### src/rtl/mcu_spi_target.sv
// SPI target between the board MCU and the FPGA control targets: oversamples mode-0 SPI in the
// clk domain, routes each frame's bytes to one of the targets and shifts their replies out on MISO.
module mcu_spi_target #(
    parameter int unsigned SYNC_STAGES = 2,
    parameter int unsigned NUM_TARGETS = 4
) (
    input  logic                   clk,
    input  logic                   reset_n,
    input  logic                   spi_io_ss,
    input  logic                   spi_io_clk,
    input  logic                   spi_io_din,
    output logic                   spi_io_dout,
    output logic                   mcu_start,
    output logic [7:0]             mcu_dout,
    output logic [NUM_TARGETS-1:0] mcu_strobe,
    input  logic [7:0]             mcu_sys_din,
    input  logic [7:0]             mcu_hid_din,
    input  logic [7:0]             mcu_osd_din,
    input  logic [7:0]             mcu_sdc_din
);

    logic [SYNC_STAGES-1:0] ss_sync_q;
    logic [SYNC_STAGES-1:0] sck_sync_q;
    logic [SYNC_STAGES-1:0] din_sync_q;
    logic                   ss_prev_q;
    logic                   sck_prev_q;
    logic                   ss_s;
    logic                   sck_s;
    logic                   din_s;
    logic                   ss_rise;
    logic                   ss_fall;
    logic                   sck_rise;
    logic                   sck_fall;
    logic                   frame_active;

    logic                   armed_q;
    logic [2:0]             bit_cnt_q;
    logic [1:0]             byte_idx_q;
    logic [7:0]             rx_q;
    logic [7:0]             tx_q;
    logic [7:0]             target_q;
    logic                   tgt_valid_q;
    logic                   byte_done_q;
    logic                   load_a_q;
    logic                   load_b_q;
    logic                   load_zero_q;

    logic [7:0]             resp_mux;
    logic [NUM_TARGETS-1:0] strobe_sel;
    logic                   rx_target_ok;

    assign ss_s         = ss_sync_q[SYNC_STAGES-1];
    assign sck_s        = sck_sync_q[SYNC_STAGES-1];
    assign din_s        = din_sync_q[SYNC_STAGES-1];
    assign ss_rise      = ss_s & ~ss_prev_q;
    assign ss_fall      = ~ss_s & ss_prev_q;
    assign sck_rise     = sck_s & ~sck_prev_q;
    assign sck_fall     = ~sck_s & sck_prev_q;
    assign frame_active = armed_q & ~ss_s;
    assign rx_target_ok = ({24'd0, rx_q} < NUM_TARGETS);
    assign spi_io_dout  = tx_q[7];

    always_comb begin
        resp_mux = 8'h00;
        case (target_q)
            8'd0:    resp_mux = mcu_sys_din;
            8'd1:    resp_mux = mcu_hid_din;
            8'd2:    resp_mux = mcu_osd_din;
            8'd3:    resp_mux = mcu_sdc_din;
            default: resp_mux = 8'h00;
        endcase
    end

    always_comb begin
        strobe_sel = '0;
        for (int unsigned i = 0; i < NUM_TARGETS; i++) begin
            strobe_sel[i] = ({24'd0, target_q} == i);
        end
    end

    always_ff @(posedge clk) begin
        if (!reset_n) begin
            ss_sync_q   <= '0;
            sck_sync_q  <= '0;
            din_sync_q  <= '0;
            ss_prev_q   <= 1'b0;
            sck_prev_q  <= 1'b0;
            armed_q     <= 1'b0;
            bit_cnt_q   <= 3'd0;
            byte_idx_q  <= 2'd0;
            rx_q        <= 8'h00;
            tx_q        <= 8'h00;
            target_q    <= 8'h00;
            tgt_valid_q <= 1'b0;
            byte_done_q <= 1'b0;
            load_a_q    <= 1'b0;
            load_b_q    <= 1'b0;
            load_zero_q <= 1'b0;
            mcu_strobe  <= '0;
            mcu_start   <= 1'b0;
            mcu_dout    <= 8'h00;
        end else begin
            ss_sync_q  <= {ss_sync_q[SYNC_STAGES-2:0], spi_io_ss};
            sck_sync_q <= {sck_sync_q[SYNC_STAGES-2:0], spi_io_clk};
            din_sync_q <= {din_sync_q[SYNC_STAGES-2:0], spi_io_din};
            ss_prev_q  <= ss_s;
            sck_prev_q <= sck_s;
            if (ss_s) begin
                armed_q <= 1'b1;
            end

            byte_done_q <= 1'b0;
            load_a_q    <= 1'b0;
            load_b_q    <= load_a_q;
            mcu_strobe  <= '0;
            mcu_start   <= 1'b0;

            if (ss_rise) begin
                // Frame end wins over a same-cycle completion; partial bits are dropped.
                bit_cnt_q  <= 3'd0;
                byte_idx_q <= 2'd0;
                load_b_q   <= 1'b0;
            end else if (ss_fall && armed_q) begin
                bit_cnt_q   <= 3'd0;
                byte_idx_q  <= 2'd0;
                tx_q        <= 8'h00;
                tgt_valid_q <= 1'b0;
                load_b_q    <= 1'b0;
            end else if (frame_active) begin
                if (sck_rise) begin
                    rx_q        <= {rx_q[6:0], din_s};
                    bit_cnt_q   <= bit_cnt_q + 3'd1;
                    byte_done_q <= (bit_cnt_q == 3'd7);
                end
                // The fall after a byte's last bit must not shift out the freshly loaded MSB.
                if (sck_fall && bit_cnt_q != 3'd0) begin
                    tx_q <= {tx_q[6:0], 1'b0};
                end
                if (byte_done_q) begin
                    mcu_dout <= rx_q;
                    load_a_q <= 1'b1;
                    if (byte_idx_q == 2'd0) begin
                        target_q    <= rx_q;
                        tgt_valid_q <= rx_target_ok;
                        load_zero_q <= 1'b1;
                    end else begin
                        if (tgt_valid_q) begin
                            mcu_strobe <= strobe_sel;
                            mcu_start  <= (byte_idx_q == 2'd1);
                        end
                        load_zero_q <= ~tgt_valid_q;
                    end
                    if (byte_idx_q != 2'd2) begin
                        byte_idx_q <= byte_idx_q + 2'd1;
                    end
                end
                // Targets register their reply on the strobe cycle; pick it up one cycle later.
                if (load_b_q) begin
                    tx_q <= load_zero_q ? 8'h00 : resp_mux;
                end
            end
        end
    end

endmodule
### config.mk
export PLATFORM = sky130hd
export DESIGN_NAME = mcu_spi_target
export DESIGN_NICKNAME = d
export VERILOG_FILES = /design/src/rtl/mcu_spi_target.sv
export SDC_FILE = /design/constraint.sdc
export NUM_CORES = 1
export LEC_CHECK = 0
export CAP_MARGIN = 20
export CORE_MARGIN = 2
export CORE_UTILIZATION = 45
export CTS_CLUSTER_DIAMETER = 30
export CTS_CLUSTER_SIZE = 12
export DETAILED_ROUTE_END_ITERATION = 6
export PLACE_DENSITY = 0.79
export SLEW_MARGIN = 5
export SYNTH_ARGS = -nofsm -noshare
export SYNTH_HDL_FRONTEND = slang
export SYNTH_SLANG_ARGS = --single-unit
### constraint.sdc
create_clock -name clk -period 1.55 [get_ports clk]
set_input_delay 0.2325 -clock clk [delete_from_list [all_inputs] [get_ports clk]]
set_output_delay 0.2325 -clock clk [all_outputs]
set_load 0.005 [all_outputs]
==> implementation parameters <==
Parameter                              Value

GRT
  Overflow left after global routing    0
  Global-route total usage across every layer    0.1676
  Number of antenna violations at the first check in global routing    0
  Wire length of the first global-routing pass    7.907 mm
  Largest net degree at the start of global routing    27
  Vias in the first global route    1758

Power and ir drop
  Post-layout power    2.560 mW
  Maximum ir drop on the vdd rail    0.6279 mV
  Power per unit of standard cell area    803.5 mW/mm^2
  Static power due to leakage    1.217 nW

Synthesis
  Largest area contributor in the synthesized netlist    dfxtp_1
  Post-synth ARST share    0
  Number of synthesized flops with an enable pin    0
  Mapped Nets    283
  Post-synthesis sequential area ratio    0.4731
  Synth Instances    240
  Synthesis warning total    0
  Most instantiated flip-flop cell in the synthesis netlist    dfxtp_1
  Share of the synthesized area in the top cell type    0.4731
  Post-Synthesis Cell Area    0.002370 sq mm
  Yosys cell types    36
  Commonest cells in the netlist    dfxtp_1, nand2_1, nor2_1, a21oi_1
  Number of register bits inferred by synthesis    56
  Per-instance average area after synthesis    9.874 sq um
  Most instantiated library cell after synthesis    dfxtp_1
  Cell types with the largest area share after synthesis    dfxtp_1, mux4_2, nand2_1

STA
  Actual transition at the worst max-transition pin    454.7 ps
  Final Worst Setup Slack    46.75 ps
  Crit share post-route    0.9698
  Worst-case headroom to the max-slew limit    0.6965
  Unrepaired setup endpoints after global routing    true
  Minimum clock period after layout    1503 ps
  Highest clock rate    665.2 MHz
  Slew Viols, Final    0
  Final setup skew    5.903 ps
  Total count of hold-check failures in the final report    0
  Final setup fails    0

Final layout
  Number of filler instances in the final layout    435
  Layout Cell Area excl Fill    0.003186 sq mm
  Layout overhead on the synthesized area    34.42%
  Count of placed standard cells in the final layout, fillers left out    370
  Nets@finish    342
  Final cell utilization of the core    0.6237
  Share of post-route cells with drive strength above 1    0.1600
  Diodes inserted    0

Clock network
  Clock-pin slew on the worst setup and hold paths    90 ps
  Clock buffers created by TritonCTS    5
  Clock tree from TritonCTS    yes
  Max Root-Sink Buffers    2
  TritonCTS sink count    56
  Worst skew pair latency    310 ps
  Level count of the clock H-tree    2
  Clock tree root driver cell    clkbuf_8

Critical path
  Critical register-to-register path startpoint    bit_cnt_q[1]$_SDFFE_PP0P_
  Critical path cell sequence    inv_1 -> ha_1 -> nor2b_4 -> nor2_2 -> o32ai_4 -> a211o_1
  Critical-path maximum fanout    8
  Worst setup SP type    flop
  Maximum cell stage delay along the critical path    420 ps
  Cell with the biggest individual delay on the critical path    o32ai_4
  Setup slack of the worst register-to-register path    50 ps
  Critical path class    reg -> reg
  Data arrival at the endpoint of the critical path    1760 ps
  Crit. End Element    flop
  Worst R2R End    tx_q[7]$_SDFFE_PN0P_
  FF-to-FF path depth    6
  Data required time at the worst endpoint    1810 ps

Route
  Number of iterations in the first detailed-routing pass    4
  Total via count in the routed design    1829
  Drt drc    0
  Total detailed-routing wirelength    4.919 mm
  Avg WL per Cell    13.29 um
  Remaining antenna violation count after routing    0
  Via density per instance    4.943
  Initial DRC Count    69

Floorplan
  Count of pins on the block boundary    51
  Horizontal die dimension    76.57 um
  Placeable core region    0.005107 sq mm
  Initial Util    0.4640
  Die Outline Area    0.005863 sq mm
  Overall die height    76.57 um
  Num rows    26

Worst hold path
  Worst Hold Endpoint    load_b_q$_SDFF_PP0_
  Start point of the worst hold path    load_a_q$_SDFF_PP0_
  Min-Delay Path Depth    2
  Hold Path Class    reg -> reg

Place
  Routability-driven placement congestion ratio    0.7532
  Final HPWL from detailed placement    3.578 mm
  PortBufs    50
  Instance area after placement    0.003037 sq mm
  DP Cell Count    363
  Worst-case setup slack after placement    -168.4 ps

Run
  Number of max-cap violations    0

Status
  Run status    finished, final reports clean
## cell usage in the layout, fill, tap and decap left out, types with 10 or more instances in the layout
master	count
buf_4	12
clkdlybuf4s50_1	50
nand2_1	30
nand3_1	10
mux2i_1	10
nor2_1	22
and3_1	10
dfxtp_1	51
a21oi_1	18
## report_power, final
| group | switching, mW | internal (mW) | leakage, nW | total [mW] |
|---|---|---|---|---|
| clock network | 0.452 | 0.480 | 0.0552 | 0.932 |
| logic | 0.0552 | 0.118 | 0.707 | 0.173 |
| registers | 0.00695 | 1.45 | 0.455 | 1.45 |
| total | 0.514 | 2.05 | 1.22 | 2.56 |
## how the worst max path moves through the flow
stage,from,end,slack (ps),depth (start not counted)
4_1_cts,byte_idx_q[0]$_SDFFE_PP0P_,mcu_strobe[1]$_SDFF_PP0_,3,6
3_5_place_dp,reset_n,tx_q[5]$_SDFFE_PN0P_,-170,5
3_3_place_gp,reset_n,tx_q[3]$_SDFFE_PN0P_,-160,5
6_report,bit_cnt_q[1]$_SDFFE_PP0P_,tx_q[7]$_SDFFE_PN0P_,50,6
2_1_floorplan,target_q[0]$_SDFFE_PN0P_,tx_q[4]$_SDFFE_PN0P_,60,4
5_1_grt,bit_cnt_q[1]$_SDFFE_PP0P_,tx_q[5]$_SDFFE_PN0P_,-20,6
## stage by stage
step	TNS, ps	hold WS (ps)
2_1_floorplan	0	359.8
3_3_place_gp	-1301	413.2
3_5_place_dp	-1510	417.1
4_1_cts	0	431.5
5_1_grt	-86.98	456.4
6_report	0	433.0
## timing repair
action,CTS,global route
endpoints found under the setup margin,6,11
setup buffers,0,0
hold buffers,0,0
pin swaps,0,2
resized for setup,4,16
## area by class of cell
class                      count  area, sq um  area share
clock inverter                 2        35.03     0.01100
tap                           70        87.58     0.02749
sequential                    56         1127      0.3539
multi-input combinational    164         1202      0.3775
inverter                       8        30.03    0.009427
timing repair buffer          64        630.6      0.1980
clock buffer                   6        72.57     0.02278
## layer usage
metal / GRT usage / up-vias / routed length, um
li1: - / 941 / -
met1: 0.2018 / 834 / 2244
met2: 0.2779 / 48 / 2295
met3: 0.06517 / 6 / 318
met4: 0.04909 / 0 / 60
met5: 0 / - / 0
## state kept, by name, indices dropped and copies added (netlist names), 2 cells and up
name / cells
bit_cnt_q: 3
byte_idx_q: 2
din_sync_q: 2
mcu_dout: 8
mcu_strobe: 4
rx_q: 8
sck_sync_q: 2
ss_sync_q: 2
target_q: 8
tx_q: 8
## kinds of logic (layout without fill, tap and decap cells)
| kind of cell | after synthesis | after routing | synth area share |
|---|---|---|---|
| XOR/XNOR | 2 | 2 | 0.007393 |
| multiplexers | 18 | 18 | 0.1230 |
| AO/OA/AOI/OAI | 29 | 29 | 0.07973 |
| buffers and inverters | 20 | 80 | 0.04013 |
| adder cells (fa/ha/maj) | 6 | 6 | 0.03168 |
| AND/OR/NAND/NOR | 109 | 109 | 0.2450 |
| flip-flops | 56 | 56 | 0.4731 |
## critical path: cells and delay by family, from the launching register on
family | cells | cell delay (ps)
buffers and inverters | 1 | 70
flip-flops | 1 | 330
adder cells (fa/ha/maj) | 1 | 150
AND/OR/NAND/NOR | 2 | 290
AO/OA/AOI/OAI | 2 | 610
Note: power is estimated with default switching activity, not from simulation.
